File: config.mk
export PLATFORM = sky130hd
export DESIGN_NAME = add_arb_flat
export DESIGN_NICKNAME = d
export VERILOG_FILES = /design/src/rtl/add_arb_pkg.sv /design/src/rtl/add_arb_if.sv /design/src/rtl/add_reg.sv /design/src/rtl/add_arb.sv /design/src/flat_wrapper.sv
export SDC_FILE = /design/constraint.sdc
export NUM_CORES = 1
export LEC_CHECK = 0
export ABC_CLOCK_PERIOD_IN_PS = 44800
export CAP_MARGIN = 20
export CORE_ASPECT_RATIO = 1.5
export CORE_MARGIN = 1
export CORE_UTILIZATION = 40
export CTS_CLUSTER_SIZE = 12
export DETAILED_ROUTE_END_ITERATION = 10
export HOLD_SLACK_MARGIN = 0.06
export PLACE_DENSITY = 0.93
export REMOVE_ABC_BUFFERS = 1
export SKIP_LAST_GASP = 1
export SLEW_MARGIN = 10
export SYNTH_ARGS = -nofsm -noshare
export SYNTH_HDL_FRONTEND = slang
export SYNTH_SLANG_ARGS = --single-unit
File: constraint.sdc
create_clock -name clk -period 44.8 [get_ports clk]
set_clock_uncertainty 0.15 [all_clocks]
set_input_delay 4.48 -clock clk [delete_from_list [all_inputs] [get_ports clk]]
set_output_delay 4.48 -clock clk [all_outputs]
set_load 0.05 [all_outputs]
File: src/rtl/add_arb_pkg.sv
// Shared types and constants for the two-requester arbitrated adder.
package add_arb_pkg;

    localparam int unsigned AddArbWidth = 32;

    // The state bit doubles as rvalid.
    typedef enum logic {
        StEmpty = 1'b0,
        StFull  = 1'b1
    } arb_state_e;

    localparam logic ReqIdx0 = 1'b0;
    localparam logic ReqIdx1 = 1'b1;

    function automatic logic other_req(input logic idx);
        return ~idx;
    endfunction

endpackage

File: src/rtl/add_arb_if.sv
// Request/result bundle for add_arb; ovf exists only when ADD_ARB_OVF_EN is defined.
interface add_arb_if #(
    parameter int unsigned WIDTH = add_arb_pkg::AddArbWidth
);
    logic             req0;
    logic             req1;
    logic [WIDTH-1:0] a0;
    logic [WIDTH-1:0] b0;
    logic [WIDTH-1:0] a1;
    logic [WIDTH-1:0] b1;
    logic             ci0;
    logic             ci1;
    logic             gnt0;
    logic             gnt1;
    logic [WIDTH-1:0] s;
    logic             co;
    logic             rvalid;
    logic             rid;
    logic             rack;
`ifdef ADD_ARB_OVF_EN
    logic             ovf;
`endif

    modport master (
        output req0, req1, a0, b0, a1, b1, ci0, ci1, rack,
        input  gnt0, gnt1, s, co, rvalid, rid
`ifdef ADD_ARB_OVF_EN
        , input ovf
`endif
    );

    modport slave (
        input  req0, req1, a0, b0, a1, b1, ci0, ci1, rack,
        output gnt0, gnt1, s, co, rvalid, rid
`ifdef ADD_ARB_OVF_EN
        , output ovf
`endif
    );

endinterface

File: src/rtl/add_reg.sv
// Registered ripple-carry adder, loaded when en is high; optional ovf under ADD_ARB_OVF_EN.
module add_reg
    import add_arb_pkg::*;
#(
    parameter int unsigned WIDTH = AddArbWidth
) (
    input  logic             clk,
    input  logic             rst,
    input  logic [WIDTH-1:0] a,
    input  logic [WIDTH-1:0] b,
    input  logic             ci,
    input  logic             en,
    output logic [WIDTH-1:0] s,
    output logic             co
`ifdef ADD_ARB_OVF_EN
    ,
    output logic             ovf
`endif
);

    logic [WIDTH:0]   carry;
    logic [WIDTH-1:0] sum;
    logic [WIDTH-1:0] s_q;
    logic             co_q;

    always_comb begin
        carry    = '0;
        sum      = '0;
        carry[0] = ci;
        for (int i = 0; i < WIDTH; i++) begin
            sum[i]     = a[i] ^ b[i] ^ carry[i];
            carry[i+1] = (a[i] & b[i]) | (carry[i] & (a[i] ^ b[i]));
        end
    end

    always_ff @(posedge clk) begin
        if (rst) begin
            s_q  <= '0;
            co_q <= 1'b0;
        end else if (en) begin
            s_q  <= sum;
            co_q <= carry[WIDTH];
        end
    end

    assign s  = s_q;
    assign co = co_q;

`ifdef ADD_ARB_OVF_EN
    logic ovf_q;

    // Signed overflow: carry into the sign bit differs from carry out of it.
    always_ff @(posedge clk) begin
        if (rst) begin
            ovf_q <= 1'b0;
        end else if (en) begin
            ovf_q <= carry[WIDTH] ^ carry[WIDTH-1];
        end
    end

    assign ovf = ovf_q;
`endif

endmodule

File: src/rtl/add_arb.sv
// Two-requester round-robin arbiter feeding one registered adder with a single result slot.
// Optional signed-overflow output enabled by ADD_ARB_OVF_EN.
module add_arb
    import add_arb_pkg::*;
#(
    parameter int unsigned WIDTH = AddArbWidth
) (
    input logic       clk,
    input logic       rst,
    add_arb_if.slave  bus
);

    arb_state_e       state_q;
    arb_state_e       state_d;
    logic             prio_q;
    logic             prio_d;
    logic             rid_q;
    logic             slot_free;
    logic             gnt0;
    logic             gnt1;
    logic             grant;
    logic [WIDTH-1:0] a_sel;
    logic [WIDTH-1:0] b_sel;
    logic             ci_sel;

    // A full slot may be reissued in the same cycle it is acknowledged.
    assign slot_free = (state_q == StEmpty) || bus.rack;

    always_comb begin
        state_d = state_q;
        prio_d  = prio_q;
        gnt0    = 1'b0;
        gnt1    = 1'b0;
        if (!rst && slot_free) begin
            gnt0 = bus.req0 && (!bus.req1 || (prio_q == ReqIdx0));
            gnt1 = bus.req1 && (!bus.req0 || (prio_q == ReqIdx1));
        end
        grant = gnt0 || gnt1;
        if (grant) begin
            state_d = StFull;
            prio_d  = other_req(gnt1 ? ReqIdx1 : ReqIdx0);
        end else if ((state_q == StFull) && bus.rack) begin
            state_d = StEmpty;
        end
    end

    always_ff @(posedge clk) begin
        if (rst) begin
            state_q <= StEmpty;
            prio_q  <= ReqIdx0;
            rid_q   <= ReqIdx0;
        end else begin
            state_q <= state_d;
            prio_q  <= prio_d;
            if (grant) begin
                rid_q <= gnt1 ? ReqIdx1 : ReqIdx0;
            end
        end
    end

    always_comb begin
        a_sel  = gnt1 ? bus.a1  : bus.a0;
        b_sel  = gnt1 ? bus.b1  : bus.b0;
        ci_sel = gnt1 ? bus.ci1 : bus.ci0;
    end

    add_reg #(
        .WIDTH (WIDTH)
    ) u_add_reg (
        .clk (clk),
        .rst (rst),
        .a   (a_sel),
        .b   (b_sel),
        .ci  (ci_sel),
        .en  (grant),
        .s   (bus.s),
        .co  (bus.co)
`ifdef ADD_ARB_OVF_EN
        ,
        .ovf (bus.ovf)
`endif
    );

    assign bus.gnt0   = gnt0;
    assign bus.gnt1   = gnt1;
    assign bus.rvalid = (state_q == StFull);
    assign bus.rid    = rid_q;

endmodule

File: src/flat_wrapper.sv
// flat-port wrapper written by rule: the top's interface ports become plain ports
module add_arb_flat import add_arb_pkg::*;
#(
    parameter int unsigned WIDTH = AddArbWidth
)
  (clk, rst, bus_req0, bus_req1, bus_a0, bus_b0, bus_a1, bus_b1, bus_ci0, bus_ci1, bus_rack, bus_gnt0, bus_gnt1, bus_s, bus_co, bus_rvalid, bus_rid);
  add_arb_if #(.WIDTH(WIDTH)) bus_i ();
  input logic clk;
  input logic rst;
  input wire logic [$bits(bus_i.req0)-1:0] bus_req0;
  input wire logic [$bits(bus_i.req1)-1:0] bus_req1;
  input wire logic [$bits(bus_i.a0)-1:0] bus_a0;
  input wire logic [$bits(bus_i.b0)-1:0] bus_b0;
  input wire logic [$bits(bus_i.a1)-1:0] bus_a1;
  input wire logic [$bits(bus_i.b1)-1:0] bus_b1;
  input wire logic [$bits(bus_i.ci0)-1:0] bus_ci0;
  input wire logic [$bits(bus_i.ci1)-1:0] bus_ci1;
  input wire logic [$bits(bus_i.rack)-1:0] bus_rack;
  output wire logic [$bits(bus_i.gnt0)-1:0] bus_gnt0;
  output wire logic [$bits(bus_i.gnt1)-1:0] bus_gnt1;
  output wire logic [$bits(bus_i.s)-1:0] bus_s;
  output wire logic [$bits(bus_i.co)-1:0] bus_co;
  output wire logic [$bits(bus_i.rvalid)-1:0] bus_rvalid;
  output wire logic [$bits(bus_i.rid)-1:0] bus_rid;
  assign bus_i.req0 = bus_req0;
  assign bus_i.req1 = bus_req1;
  assign bus_i.a0 = bus_a0;
  assign bus_i.b0 = bus_b0;
  assign bus_i.a1 = bus_a1;
  assign bus_i.b1 = bus_b1;
  assign bus_i.ci0 = bus_ci0;
  assign bus_i.ci1 = bus_ci1;
  assign bus_i.rack = bus_rack;
  assign bus_gnt0 = bus_i.gnt0;
  assign bus_gnt1 = bus_i.gnt1;
  assign bus_s = bus_i.s;
  assign bus_co = bus_i.co;
  assign bus_rvalid = bus_i.rvalid;
  assign bus_rid = bus_i.rid;
  add_arb #(.WIDTH(WIDTH)) u_core (.clk(clk), .rst(rst), .bus(bus_i));
endmodule
# After elaboration in Yosys (flattened, before gate mapping)
# Index checks and enable logic that the tools add are counted.
# W data, S select, Z words.
totals:
  ff_bits: 36
  output_inout_bits: 37
  elab_cells: 188
op_classes:
  muxes: 8
  bitwise: 163
  reduce_logical: 12
ops:
  columns: ["op", "n"]
  rows:
  - ["$and A1 B1 Y1", 64]
  - ["$mux W32", 2]
  - ["$xor A1 B1 Y1", 64]
  - ["$or A1 B1 Y1", 32]
  - ["$mux W1", 6]
  - ["$logic_and A1 B1 Y1", 4]
  - ["$logic_or A1 B1 Y1", 4]
  - ["$logic_not A1 Y1", 3]
  - ["$not A1 Y1", 3]
  - ["$reduce_bool A2 Y1", 1]

# Longest topological paths before layout
# Gate-level depths: netlist (run 1).
logic_depth:
  depth_word: 70
  depth_mapped: 43
  depth_no_buf: 40

# Hierarchy
# A second synthesis (run 1) with hierarchy kept.
hier_totals:
  hier_cells: 234
  area_unflattened_um2: 2819.0
by_module_without_submodules:
  columns: ["mod", "instances", "cells_each", "area_each_um2"]
  rows:
  - ["add_reg", 1, 146, 1878.1]
  - ["add_arb", 1, 88, 940.9]

# Worst setup path after synthesis (run 1)
# Ideal clock, no wire load.
synth_timing:
  path_kind: "input -> register"
  start: "in bus_rack"
  end: "reg u_core.u_add_reg.s_q[31], in the netlist u_core.u_add_reg.s[31]"
  t_arrival_ns: 17.526
  t_required_ns: 44.533
  setup_slack_ns: 27.007
  stages: 43
  path_cell_list: "nand2b_1 buf_4 o2111ai_2 buf_4 buf_6 mux2i_1 fa_1 fa_1 fa_1 fa_1 fa_1 fa_1 fa_1 fa_1 fa_1 fa_1 fa_1 fa_1 (+7 left out) fa_1 fa_1 fa_1 fa_1 fa_1 fa_1 fa_1 fa_1 fa_1 fa_1 fa_1 fa_1 fa_1 fa_1 inv_1 fa_1 nand4_1 nand2_1"
synth_between:
  elab_chain_len: 68
  elab_cells_between_ends: 134
  cone_classes: "mux (5); bitwise (126); reduce/logical (3)"
synth_rtl:
  columns: ["item", "line_no", "rtl"]
  rows:
  - ["start, declared", "flat_wrapper.sv:18", "input wire logic [$bits(bus_i.rack)-1:0] bus_rack;"]
  - ["$logic_or A1 B1 Y1 *", "add_arb.sv:27", "assign slot_free = (state_q == StEmpty) || bus.rack;"]
  - ["$logic_and A1 B1 Y1 *", "add_arb.sv:34", "if (!rst && slot_free) begin"]
  - ["$mux W1 *", "add_arb.sv:34", null]
  - ["$mux W32, on equally long branches", "add_arb.sv:62, add_arb.sv:63", null]
  - ["$xor A1 B1 Y1", "add_reg.sv:32", "carry[i+1] = (a[i] & b[i]) | (carry[i] & (a[i] ^ b[i]));"]
  - ["$and A1 B1 Y1", "add_reg.sv:32", null]
  - ["$or A1 B1 Y1", "add_reg.sv:32", null]
  - ["$and A1 B1 Y1", "add_reg.sv:32", null]
  - ["(+53 left out)", null, null]
  - ["$and A1 B1 Y1", "add_reg.sv:32", null]
  - ["$or A1 B1 Y1", "add_reg.sv:32", null]
  - ["$and A1 B1 Y1", "add_reg.sv:32", null]
  - ["$or A1 B1 Y1", "add_reg.sv:32", null]
  - ["$and A1 B1 Y1", "add_reg.sv:32", null]
  - ["$or A1 B1 Y1", "add_reg.sv:32", null]
  - ["$xor A1 B1 Y1 *", "add_reg.sv:31", "sum[i] = a[i] ^ b[i] ^ carry[i];"]
  - ["net u_core.u_add_reg.sum[31]", "add_reg.sv:22", "logic [WIDTH-1:0] sum;"]
  - ["end signal, assigned", "add_reg.sv:41", "s_q <= sum;"]
  - ["end, declared", "add_reg.sv:23", "logic [WIDTH-1:0] s_q;"]
# The timed path passes the listed nets; every way through them passes the cells marked *.
# A chain may end at the register's enable or synchronous reset.

# Worst setup path after layout (run 1)
layout_timing:
  start: "in rst"
  end: "reg u_core.u_add_reg.s_q[31], in the netlist u_core.u_add_reg.s[31]"
layout_between:
  elab_chain_len: 68
  elab_cells_between_ends: 134
  cone_classes: "mux (5); bitwise (126); reduce/logical (3)"
layout_rtl:
  columns: ["item", "line_no", "rtl"]
  rows:
  - ["start, declared", "flat_wrapper.sv:9", "input logic rst;"]
  - ["$logic_not A1 Y1 *", "add_arb.sv:34", null]
  - ["$logic_and A1 B1 Y1 *", "add_arb.sv:34", null]
  - ["$mux W1 *", "add_arb.sv:34", null]
  - ["$mux W32, on equally long branches", "add_arb.sv:62, add_arb.sv:63", null]
  - ["$xor A1 B1 Y1", "add_reg.sv:32", null]
  - ["$and A1 B1 Y1", "add_reg.sv:32", null]
  - ["$or A1 B1 Y1", "add_reg.sv:32", null]
  - ["$and A1 B1 Y1", "add_reg.sv:32", null]
  - ["(+53 left out)", null, null]
  - ["$and A1 B1 Y1", "add_reg.sv:32", null]
  - ["$or A1 B1 Y1", "add_reg.sv:32", null]
  - ["$and A1 B1 Y1", "add_reg.sv:32", null]
  - ["$or A1 B1 Y1", "add_reg.sv:32", null]
  - ["$and A1 B1 Y1", "add_reg.sv:32", null]
  - ["$or A1 B1 Y1", "add_reg.sv:32", null]
  - ["$xor A1 B1 Y1 *", "add_reg.sv:31", null]
  - ["net u_core.u_add_reg.sum[31]", "add_reg.sv:22", null]
# Marks and branches as above.

==> results of run 1 <==
## kinds of logic after synthesis
logic type               after synthesis  share of synthesized area (%)
adder cells (fa/ha/maj)               32                          23.54
AO/OA/AOI/OAI                         68                          17.79
flip-flops                            36                          26.48
multiplexers                          65                          24.09
buffers and inverters                 32                          5.839
AND/OR/NAND/NOR                       12                          2.253
## critical path: cells and delay by family
family | cells | cell delay [ns]
AOI/OAI and AO/OA | 1 | 0.24
adders and majority gates | 31 | 11.99
buffers and inverters | 7 | 2.22
muxes | 1 | 0.24
and+or+nand+nor | 2 | 0.14
## state kept, by name, indices dropped and copies added (netlist names)
signal               cells
u_core.bus.rid           1
u_core.u_add_reg.s      32
u_core.prio_q            1
u_core.u_add_reg.co      1
u_core.bus.rvalid        1
## layout make-up
class,instances,area share (%)
multi-input combinational,177,40.98
timing repair buffer,175,38.41
sequential,36,15.89
clock buffer,7,2.125
tap,76,2.097
inverter,6,0.4967
## routing by layer
layer	track usage, %	wire [microns]	part of all wire [%]	vias up
li1	-	-	-	1230
met1	24.32	2859	36	1247
met2	43.76	4591	57	109
met3	4.203	450	5.6	10
met4	5.024	133	1.7	0
met5	0	0	0	-
## synth_stat cells, drive strengths merged
cell	number
mux2	4
inv	6
clkbuf	9
o211ai	3
nor2b	1
a21oi	1
nand2b	1
nand4	3
a211oi	30
a2111oi	1
o2111ai	1
a31oi	30
nor2	1
dfxtp	36
mux2i	61
nand2	4
fa	32
buf	17
or2	1
o21ai	1
nor3	1
a31o	1
## power breakdown
part | internal, mW | switching, mW
Sequential | 0.0355 | 0.00196
Clock | 0.0137 | 0.0107
Combinational | 0.0270 | 0.0297
## worst paths after layout
| check | from | endpoint | slack (ns) | depth (start not counted) |
|---|---|---|---|---|
| hold reg to reg | u_core.bus.rid | u_core.bus.rid | 0.33 | 2 |
| setup / recovery | rst | u_core.u_add_reg.s[31] | 25.44 | 42 |
| hold / removal | u_core.bus.rid | u_core.bus.rid | 0.33 | 2 |
| setup reg to reg | u_core.bus.rvalid | u_core.u_add_reg.s[31] | 30.28 | 41 |
## per-stage QoR
stage | instances | hold slack (ns) | utilization [%]
2_1_floorplan | 219 | 0.3782 | -
3_3_place_gp | 470 | 0.2993 | 67.95
3_5_place_dp | 470 | 0.3286 | 67.95
4_1_cts | 477 | 0.3385 | 69.43
5_1_grt | 477 | 0.3582 | 69.43
6_report | 477 | 0.3311 | 69.43
==> flow_metrics.env, run 1 <==
export IMPL_final_setup_tns_ns=0
export IMPL_core_sq_mm=0.006531
export IMPL_synthesis_instances=245
export IMPL_path_common_cell="fa_1"
export IMPL_worstPathMaxFanout=65
export IMPL_detail_route_iter0_violations=128
export IMPL_fin_ws_ns=25.44
export IMPL_drive_above_1_share_pct=5.237
export IMPL_start_util_pct=41.67
export IMPL_cp_arrival_ns=19.39
export IMPL_place_area_sq_mm=0.004438
export IMPL_cts_resized=0
export IMPL_synth_top_cell_area_share_pct=26.48
export IMPL_path_class="in -> reg"
export IMPL_yosysWarningCount=0
export IMPL_antenna_found_initial=0
export IMPL_netlist_area_sq_mm=0.002721
export IMPL_final_cell_mix="clkdlybuf4s50_1, mux2i_1, dfxtp_1, fa_1"
export IMPL_yosysSeqAreaShare_pct=26.48
export IMPL_design_portCount=172
export IMPL_fillCellCount=503
export IMPL_grt_pass1_vias=2714
export IMPL_gp_congestion=0.8410
export IMPL_synth_distinct_cells=25
export IMPL_syn_to_final_growth_pct=66.62
export IMPL_cts_buffers=5
export IMPL_p_per_area_mw_per_mm2=26.14
export IMPL_status="finished, final reports clean"
export IMPL_final_nets=568
export IMPL_layout_commonest_cell="clkdlybuf4s50_1"
export IMPL_numClockSinks=36
export IMPL_die_w_microns=69.35
export IMPL_die_height_microns=103.0
export IMPL_worst_pin_slew_ns=1.002
export IMPL_post_dp_hpwl_microns=6360
export IMPL_diodes=0
export IMPL_clk_latency_ns=0.28
export IMPL_drt_vias_per_instance=5.442
export IMPL_cts_root_buf="clkbuf_8"
export IMPL_rsz0062_at_grt="no"
export IMPL_multi_input_area_sq_mm=0.001858
export IMPL_pre_cts_ws_ns=25.20
export IMPL_synth_top_cell_by_area="dfxtp_1"
export IMPL_fmax_mhz=51.65
export IMPL_syn_area_per_cell_sq_um=11.11
export IMPL_critPathLaunchType="input port"
export IMPL_dr_pass1_iters=4
export IMPL_die_area_sq_mm=0.007144
export IMPL_slowest_delay_ns=0.84
export IMPL_port_buffer_count=171
export IMPL_finalSetupViolCount=0
export IMPL_cap_violations=0
export IMPL_drv_slew=0
export IMPL_cts_tree="done"
export IMPL_report_final_hold_viol_count=0
export IMPL_grt_max_degree=66
export IMPL_layout_min_cycle_time_ns=19.36
export IMPL_grt_pass1_wl_microns=12630
export IMPL_leakage_nw=1.978
export IMPL_hold_buffers=0
export IMPL_wire_per_inst_microns=16.84
export IMPL_post_route_drc_count=0
export IMPL_antenna_left=0
export IMPL_postCtsSetupRepairBufs=0
export IMPL_endpoint_kind="register"
export IMPL_yosys_top_cells_area="dfxtp_1, fa_1, mux2i_1"
export IMPL_power_total_mw=0.1185
export IMPL_routed_wirelength_microns=8034
export IMPL_htree_levels=2
export IMPL_post_route_period_util_pct=43.22
export IMPL_slowest_stage="buf_4"
export IMPL_ys_ff_latch=36
export IMPL_hold_class="reg -> reg"
export IMPL_row_count=36
export IMPL_post_route_cell_area_sq_mm=0.004534
export IMPL_ff_latch_area_sq_um=720.7
export IMPL_clk_pin_slew_ns=0.08
export IMPL_clk_path_buf_depth=2
export IMPL_via_count=2596
export IMPL_slew_headroom_pct=33.22
export IMPL_required_ns=44.83
export IMPL_grt_use_total_pct=22.15
export IMPL_grt_remaining_overflow=0
export IMPL_peakVddDrop_mv=0.01522
No activity file was read; power rests on OpenSTA's default activity.
==> run 2, diff against run 1 <==
--- a/config.mk
+++ b/config.mk
@@ -5,15 +5,15 @@
 export SDC_FILE = /design/constraint.sdc
 export NUM_CORES = 1
 export LEC_CHECK = 0
-export ABC_CLOCK_PERIOD_IN_PS = 44800
+export ABC_CLOCK_PERIOD_IN_PS = 17770
 export CAP_MARGIN = 20
 export CORE_ASPECT_RATIO = 1.5
 export CORE_MARGIN = 1
-export CORE_UTILIZATION = 40
+export CORE_UTILIZATION = 34
 export CTS_CLUSTER_SIZE = 12
 export DETAILED_ROUTE_END_ITERATION = 10
 export HOLD_SLACK_MARGIN = 0.06
-export PLACE_DENSITY = 0.93
+export PLACE_DENSITY = 0.84
 export REMOVE_ABC_BUFFERS = 1
 export SKIP_LAST_GASP = 1
 export SLEW_MARGIN = 10
==> constraint.sdc (replaced) <==
create_clock -name clk -period 17.77 [get_ports clk]
set_clock_uncertainty 0.15 [all_clocks]
set_input_delay 1.777 -clock clk [delete_from_list [all_inputs] [get_ports clk]]
set_output_delay 1.777 -clock clk [all_outputs]
set_load 0.05 [all_outputs]
==> flow_metrics.env, run 2 (synthesis gave the netlist of run 1 again) <==
export IMPL_status="finished, final reports clean"
export IMPL_slowest_delay_ns=0.49
export IMPL_postCtsSetupRepairBufs=0
export IMPL_clk_path_buf_depth=2
export IMPL_grt_pass1_wl_microns=12770
export IMPL_fmax_mhz=61.56
export IMPL_final_nets=569
export IMPL_clk_latency_ns=0.27
export IMPL_cts_tree="done"
export IMPL_multi_input_area_sq_mm=0.001858
export IMPL_leakage_nw=2.008
export IMPL_die_w_microns=75.05
export IMPL_peakVddDrop_mv=0.03864
export IMPL_required_ns=17.77
export IMPL_endpoint_kind="register"
export IMPL_drt_vias_per_instance=5.095
export IMPL_post_dp_hpwl_microns=6535
export IMPL_rsz0062_at_grt="no"
export IMPL_path_class="in -> reg"
export IMPL_cts_buffers=5
export IMPL_slowest_stage="inv_2"
export IMPL_worstPathMaxFanout=39
export IMPL_antenna_left=0
export IMPL_routed_wirelength_microns=8090
export IMPL_finalSetupViolCount=0
export IMPL_cts_resized=0
export IMPL_report_final_hold_viol_count=0
export IMPL_htree_levels=2
export IMPL_die_height_microns=111.6
export IMPL_core_sq_mm=0.007661
export IMPL_gp_congestion=0.7858
export IMPL_ff_latch_area_sq_um=720.7
export IMPL_critPathLaunchType="input port"
export IMPL_path_common_cell="fa_1"
export IMPL_grt_use_total_pct=20.05
export IMPL_hold_buffers=0
export IMPL_cap_violations=0
export IMPL_grt_pass1_vias=2681
export IMPL_syn_to_final_growth_pct=70.02
export IMPL_clk_pin_slew_ns=0.05
export IMPL_dr_pass1_iters=5
export IMPL_seqPwrFrac_pct=29.4
export IMPL_drive_above_1_share_pct=5.707
export IMPL_hold_class="reg -> reg"
export IMPL_final_setup_tns_ns=0
export IMPL_combPwrFrac_pct=44.2
export IMPL_diodes=0
export IMPL_power_total_mw=0.3218
export IMPL_row_count=39
export IMPL_cp_arrival_ns=16.25
export IMPL_numClockSinks=36
export IMPL_cts_root_buf="clkbuf_16"
export IMPL_post_route_period_util_pct=91.41
export IMPL_internal_power_mw=0.2125
export IMPL_die_area_sq_mm=0.008373
export IMPL_start_util_pct=35.52
export IMPL_p_switching_mw=0.1094
export IMPL_grt_max_degree=40
export IMPL_largest_reg_flops=32
export IMPL_via_count=2573
export IMPL_wire_per_inst_microns=16.02
export IMPL_p_sw_share_pct=33.99
export IMPL_post_route_drc_count=0
export IMPL_design_portCount=172
export IMPL_antenna_found_initial=0
export IMPL_layout_min_cycle_time_ns=16.24
export IMPL_worst_pin_slew_ns=0.8489
export IMPL_layout_commonest_cell="clkdlybuf4s50_1"
export IMPL_port_buffer_count=171
export IMPL_fillCellCount=651
export IMPL_p_clk_share_pct=26.4
export IMPL_slew_headroom_pct=43.10
export IMPL_detail_route_iter0_violations=68
export IMPL_final_cell_mix="clkdlybuf4s50_1, mux2i_1, dfxtp_1, fa_1"
export IMPL_grt_remaining_overflow=0
export IMPL_drv_slew=0
export IMPL_p_per_area_mw_per_mm2=69.56
==> run 2: cell count changes in the layout (fill, tap and decap cells not counted) <==
cell,before,now
clkbuf_16,0,5
clkinv_2,0,2
buf_4,4,5
clkbuf_8,7,1
==> run 2: area by class of cell <==
cell class	count	share of cell area (%)
multi-input cells	177	40.16
repair buffers	176	37.80
flip-flops and latches	36	15.58
clock buffers	6	3.002
well taps	102	2.758
inverters	6	0.4867
clock inverters	2	0.2163
==> run 2: worst paths after layout <==
check | startpoint | endpoint | slack, ns | depth (start not counted)
worst max-delay path | rst | u_core.u_add_reg.s[31] | 1.53 | 42
worst max register to register | u_core.bus.rvalid | u_core.u_add_reg.s[31] | 3.27 | 42
worst min-delay path | u_core.bus.rid | u_core.bus.rid | 0.31 | 2
worst min register to register | u_core.bus.rid | u_core.bus.rid | 0.31 | 2
==> run 2: stage by stage <==
| step | instances | cell area, sq um | hold WS, ns | util (%) | setup WS, ns |
|---|---|---|---|---|---|
| 2_1_floorplan | 219 | 2585 | 0.3782 | - | 0.2413 |
| 3_3_place_gp | 497 | 4478 | 0.2967 | 58.45 | 1.534 |
| 3_5_place_dp | 497 | 4478 | 0.3111 | 58.45 | 1.245 |
| 4_1_cts | 505 | 4627 | 0.3168 | 60.40 | 1.502 |
| 5_1_grt | 505 | 4627 | 0.3722 | 60.40 | 0.8412 |
| 6_report | 505 | 4627 | 0.3097 | 60.40 | 1.526 |
==> run 2: layer usage <==
metal  GRT usage [%]  share of wire (%)  up-vias
met3           2.715                5.3       18
met2           37.12                 56      107
li1                -                  -     1235
met1           22.16                 36     1213
met5               0                  0        -
met4           7.673                2.6        0
==> run 2: critical path, delay by kind of cell <==
kind                     cells  cell delay, ns
adder cells (fa/ha/maj)     32           12.43
buffers and inverters        6            1.46
AO/OA/AOI/OAI                1            0.21
multiplexers                 1            0.20
AND/OR/NAND/NOR              2            0.16
==> run 2: power groups by stage <==
stage | registers (mW) | logic [mW] | clock network (mW)
CTS | 0.0946 | 0.144 | 0.0869
global placement | 0.0958 | 0.139 | 0
global route | 0.0956 | 0.155 | 0.0905
detailed placement | 0.0963 | 0.144 | 0
floorplan | 0.125 | 0.0520 | 0
finish | 0.0947 | 0.142 | 0.0850
==> run 3, diff against run 2 <==
--- a/config.mk
+++ b/config.mk
@@ -8,7 +8,6 @@
 export ABC_CLOCK_PERIOD_IN_PS = 17770
 export CAP_MARGIN = 20
 export CORE_ASPECT_RATIO = 1.5
-export CORE_MARGIN = 1
 export CORE_UTILIZATION = 34
 export CTS_CLUSTER_SIZE = 12
 export DETAILED_ROUTE_END_ITERATION = 10
==> results of run 3 <==
Final layout, timing and power as in run 2 (identical DEF).
